===== src/rtl/sap_obi_safe_reg_demux.sv =====
// OBI 1-to-2 demux: port 0 = system crossbar, port 1 = safe CPU register window.
// Optional response watchdog enabled by defining SAP_DEMUX_TIMEOUT_EN.
module sap_obi_safe_reg_demux #(
  parameter int unsigned MAX_OUTSTANDING = 2,
  parameter logic [31:0] ADDR_START      = 32'h2000_0000,
  parameter logic [31:0] ADDR_END        = 32'h2000_0100,
  parameter int unsigned TIMEOUT_CYCLES  = 256
) (
  input  logic        clk_i,
  input  logic        rst_i,
  input  logic        m_req_i,
  input  logic        m_we_i,
  input  logic [31:0] m_addr_i,
  input  logic [31:0] m_wdata_i,
  input  logic [3:0]  m_be_i,
  output logic        m_gnt_o,
  output logic        m_rvalid_o,
  output logic [31:0] m_rdata_o,
  output logic [1:0]  s_req_o,
  output logic [31:0] s_addr_o,
  output logic [31:0] s_wdata_o,
  output logic        s_we_o,
  output logic [3:0]  s_be_o,
  input  logic [1:0]  s_gnt_i,
  input  logic [1:0]  s_rvalid_i,
  input  logic [31:0] s_rdata0_i,
  input  logic [31:0] s_rdata1_i,
  output logic        spurious_rvalid_o,
  output logic        timeout_o
);

  localparam int unsigned CW = $clog2(MAX_OUTSTANDING + 1);
  localparam logic [CW-1:0] MAX_CNT = CW'(MAX_OUTSTANDING);

  logic [CW-1:0] cnt_q, cnt_d;
  logic          act_sel_q, act_sel_d;
  logic          spurious_q, spurious_d;
  logic          sel, allow, hs, rsp, expire;

  assign sel = (m_addr_i >= ADDR_START) && (m_addr_i < ADDR_END);

  // Only the registered count gates the request; no rvalid-to-req path exists.
  assign allow = !rst_i &&
                 ((cnt_q == '0) || ((sel == act_sel_q) && (cnt_q < MAX_CNT)));

  always_comb begin
    s_req_o = 2'b00;
    if (m_req_i && allow) begin
      s_req_o = sel ? 2'b10 : 2'b01;
    end
  end

  assign m_gnt_o    = allow & s_gnt_i[sel];
  assign hs         = m_req_i & m_gnt_o;
  assign rsp        = !rst_i && s_rvalid_i[act_sel_q] && (cnt_q != '0);
  assign m_rvalid_o = rsp;
  assign m_rdata_o  = act_sel_q ? s_rdata1_i : s_rdata0_i;

  assign s_addr_o  = m_addr_i;
  assign s_wdata_o = m_wdata_i;
  assign s_we_o    = m_we_i;
  assign s_be_o    = m_be_i;

  always_comb begin
    act_sel_d  = hs ? sel : act_sel_q;
    spurious_d = ((s_rvalid_i != 2'b00) && (cnt_q == '0)) || s_rvalid_i[~act_sel_q];
    cnt_d      = cnt_q;
    if (hs && !rsp) begin
      cnt_d = cnt_q + 1'b1;
    end else if (rsp && !hs) begin
      cnt_d = cnt_q - 1'b1;
    end
    if (expire) begin
      cnt_d = '0;
    end
  end

  always_ff @(posedge clk_i) begin
    if (rst_i) begin
      cnt_q      <= '0;
      act_sel_q  <= 1'b0;
      spurious_q <= 1'b0;
    end else begin
      cnt_q      <= cnt_d;
      act_sel_q  <= act_sel_d;
      spurious_q <= spurious_d;
    end
  end

  assign spurious_rvalid_o = spurious_q;

`ifdef SAP_DEMUX_TIMEOUT_EN
  localparam int unsigned WW = $clog2(TIMEOUT_CYCLES + 1);
  localparam logic [WW-1:0] TO_LIM = WW'(TIMEOUT_CYCLES);

  logic [WW-1:0] wait_q, wait_d;
  logic          timeout_q, timeout_d;

  // Expiry abandons the pending transactions; their late responses become spurious.
  always_comb begin
    wait_d = wait_q + 1'b1;
    expire = 1'b0;
    if ((cnt_q == '0) || rsp) begin
      wait_d = '0;
    end else if (wait_d == TO_LIM) begin
      expire = 1'b1;
      wait_d = '0;
    end
    timeout_d = timeout_q | expire;
  end

  always_ff @(posedge clk_i) begin
    if (rst_i) begin
      wait_q    <= '0;
      timeout_q <= 1'b0;
    end else begin
      wait_q    <= wait_d;
      timeout_q <= timeout_d;
    end
  end

  assign timeout_o = timeout_q;
`else
  assign expire    = 1'b0;
  assign timeout_o = 1'b0;
`endif

endmodule


===== config.mk =====
export PLATFORM = sky130hd
export DESIGN_NAME = sap_obi_safe_reg_demux
export DESIGN_NICKNAME = d
export VERILOG_FILES = /design/src/rtl/sap_obi_safe_reg_demux.sv
export SDC_FILE = /design/constraint.sdc
export NUM_CORES = 1
export LEC_CHECK = 0
export BUFFER_PORTS_ARGS = -buffer_cell sky130_fd_sc_hd__buf_2
export CORE_AREA = 2 2 96 98
export DETAILED_ROUTE_END_ITERATION = 6
export DIE_AREA = 0 0 98 100
export PLACE_DENSITY = 0.64
export SLEW_MARGIN = 10
export SYNTH_ARGS = -nofsm -noshare
export SYNTH_HDL_FRONTEND = slang
export SYNTH_SLANG_ARGS = --single-unit

===== constraint.sdc =====
create_clock -name clk_i -period 4.8 [get_ports clk_i]
set_clock_uncertainty 0.2 [all_clocks]
set_input_delay 0.24 -clock clk_i [delete_from_list [all_inputs] [get_ports clk_i]]
set_output_delay 0.24 -clock clk_i [all_outputs]
set_load 0.02 [all_outputs]

==> flow_summary_export.csv <==
group,metric,value,unit
cts,cts_htree_levels,1,
yosys,synth-edff-count,0,
detailed_routing,drt-pass1-iter-count,4,
detailed_routing,first_iter_violations,37,
detailed_routing,drcViolationCount,0,
cts,numCtsBuffers,3,
global_route,gr-total-overflow,0,
cts,cts_hold_buf,0,
critical_path,worst-path-max-fanout,39,
critical_path,path_cells,"and2_1 -> nand3_1 -> a211o_1 -> nand2_1 -> ha_1 -> or3_1 -> a21oi_1",
floorplan,rows,35,
yosys,synth_area_leaders,"buf_4, mux2_2, nor4_4, dfxtp_1, nor2b_1",
floorplan,die_y,100,um
global_route,grt_pass1_wl,6.63,mm
floorplan,io_pins,247,
yosys,synthFlopType,"dfxtp_1",
detailed_routing,detail-route-antenna-nets,0,
floorplan,die_x,98,um
yosys,synth_top_area_cell,"buf_4",
detailed_routing,routed_via_density,3.86,
timing,relSlewSlack,0.426,
place,post-dp-hpwl,4.58,mm
yosys,syn_area_per_cell,8.59,um^2
detailed_routing,wl_per_cell,14.1,um
floorplan,die_area,9800,um^2
place,gp_congestion,0.792,
cts,cts_setup_buffers,0,
timing,hold_violations,0,
yosys,async_reset_ff_frac,0,
cts,cts_tree,"done",
yosys,mappedNetlistArea,1370,um^2
cells_and_area,fin_nets,385,
critical_path,path_class,"flop to flop",
critical_path,critPathMaxStageDelay,0.88,ns
global_route,track_usage,0.0869,
place,io_buffers,155,
cells_and_area,drive_above_1_share,0.814,
place,post_dp_cell_area,1730,um^2
power,power.density,158,nW/um^2
min_path,hp-class,"input pin to flop",
cells_and_area,final_cell_area,1780,um^2
timing,setup-violations-final,0,
cts,insertion_delay,0.21,ns
job,max_cap_violations,0,
detailed_routing,totalWireLength,5.00,mm
critical_path,path_buf_inv,0,
timing,period_needed,2.61,ns
cts,cts_sinks,4,
yosys,ys_ff_latch,4,
cts,root_buffer,"clkbuf_8",
cells_and_area,final_common_cell,"buf_2",
critical_path,worstSetupStartpointType,"flop",
timing,period_share,0.544,
global_route,grt_max_degree,40,
cells_and_area,final_core_util,0.200,
timing,slew_viol_final,0,
yosys,synth_top_cell_area_share,0.385,
cells_and_area,area_growth,30.1,%
yosys,yosysSeqAreaShare,0.0587,
timing,fin_tns_setup,0,ns
cts,clkTransAtPathRegs,0.03,ns
timing,rsz0062_at_grt,"false",
power,vdd_drop_max,0.0583,mV
timing,tightest_slew,0.860,ns
critical_path,endpoint_kind,"flop",
yosys,ys_warn_count,0,
cells_and_area,nFillCells,997,
yosys,ys_types,34,
detailed_routing,num_vias,1365,
critical_path,critical-path-slowest-cell,"dfxtp_2",
critical_path,crit_required,4.75,ns
yosys,syn-num-nets,300,
global_route,antenna_found_initial,1,
power,p_leak,0.900,nW
cts,cts_resized,0,
yosys,syn_inst,159,
floorplan,start_util,0.154,
cts,cts_buffer_depth,2,
floorplan,core_area,8890,um^2
critical_path,cpLargestDelayFamily,"flip-flops",
status,status,"completed",
cells_and_area,final_cell_mix,"buf_2, mux2_2, nor2b_1, nor2_1, nor4_4",
global_route,first_global_vias,1250,
critical_path,cp.arrival,2.56,ns
timing,fmax,383,MHz
-- logic make-up after synthesis --
family | share of synthesized area
AO/OA/AOI/OAI | 0.0623
flip-flops | 0.0587
other | 0.00275
multiplexers | 0.271
XOR/XNOR | 0.0128
AND/OR/NAND/NOR | 0.175
adder cells (fa/ha/maj) | 0.00916
buffers and inverters | 0.408
-- path summary, 6_finish.rpt --
| kind | from | endpoint | slack [ns] | cells past startpoint |
|---|---|---|---|---|
| max reg2reg | act_sel_q | cnt_q[1] | 2.19 | 7 |
| min reg2reg | cnt_q[1] | cnt_q[1] | 0.34 | 2 |
| min | rst_i | act_sel_q | 0.08 | 2 |
| max | act_sel_q | cnt_q[1] | 2.19 | 7 |
-- where the power goes --
part	internal, W	total (W)	switching (W)	leakage [nW]
combinational	0.0000736	0.000163	0.0000895	0.845
sequential	0.0000395	0.0000480	0.00000856	0.0334
clock	0.0000534	0.0000701	0.0000167	0.0216
-- synth_stat cells, types with 2 or more instances --
library cell  instances
buf_4                70
mux2_2               32
nor2_1                5
nor2b_1               5
buf_2                 4
dfxtp_1               4
nor4_4                4
and2_1                3
nand2_1               3
inv_1                 2
nand3_1               2
or3_1                 2
xor2_1                2
-- metal layers --
layer	wire (um)	part of all wire	track usage	vias up
met5	0	0	0	-
met4	44	0.0088	0.0171	0
met3	981	0.20	0.0773	6
met2	2360	0.47	0.140	95
met1	1620	0.32	0.0851	610
li1	-	-	-	654
-- area by class of cell --
class                           count  area [um^2]  area share
Timing Repair Buffer              155          776       0.437
Multi-Input combinational cell     78          728       0.410
Tap cell                          111          139      0.0782
Sequential cell                     4         81.3      0.0458
Clock buffer                        3         41.3      0.0233
Inverter                            2         7.51     0.00423
Antenna cell                        1         2.50     0.00141
-- stage by stage --
step	setup slack [ns]	total power [W]	hold slack (ns)	cells
5_1_grt	2.00	0.000301	0.0834	353
3_5_place_dp	2.19	0.000212	0.280	350
6_report	2.19	0.000281	0.0809	354
4_1_cts	2.18	0.000285	0.0692	353
3_3_place_gp	2.26	0.000206	0.280	350
2_1_floorplan	2.74	0.000203	0.109	159
-- flip-flops by register name, summed over array words and instances, names as in the netlist --
signal / cells
act_sel_q: 1
cnt_q: 2
spurious_rvalid_o: 1
No activity file was read; power rests on OpenSTA's default activity.
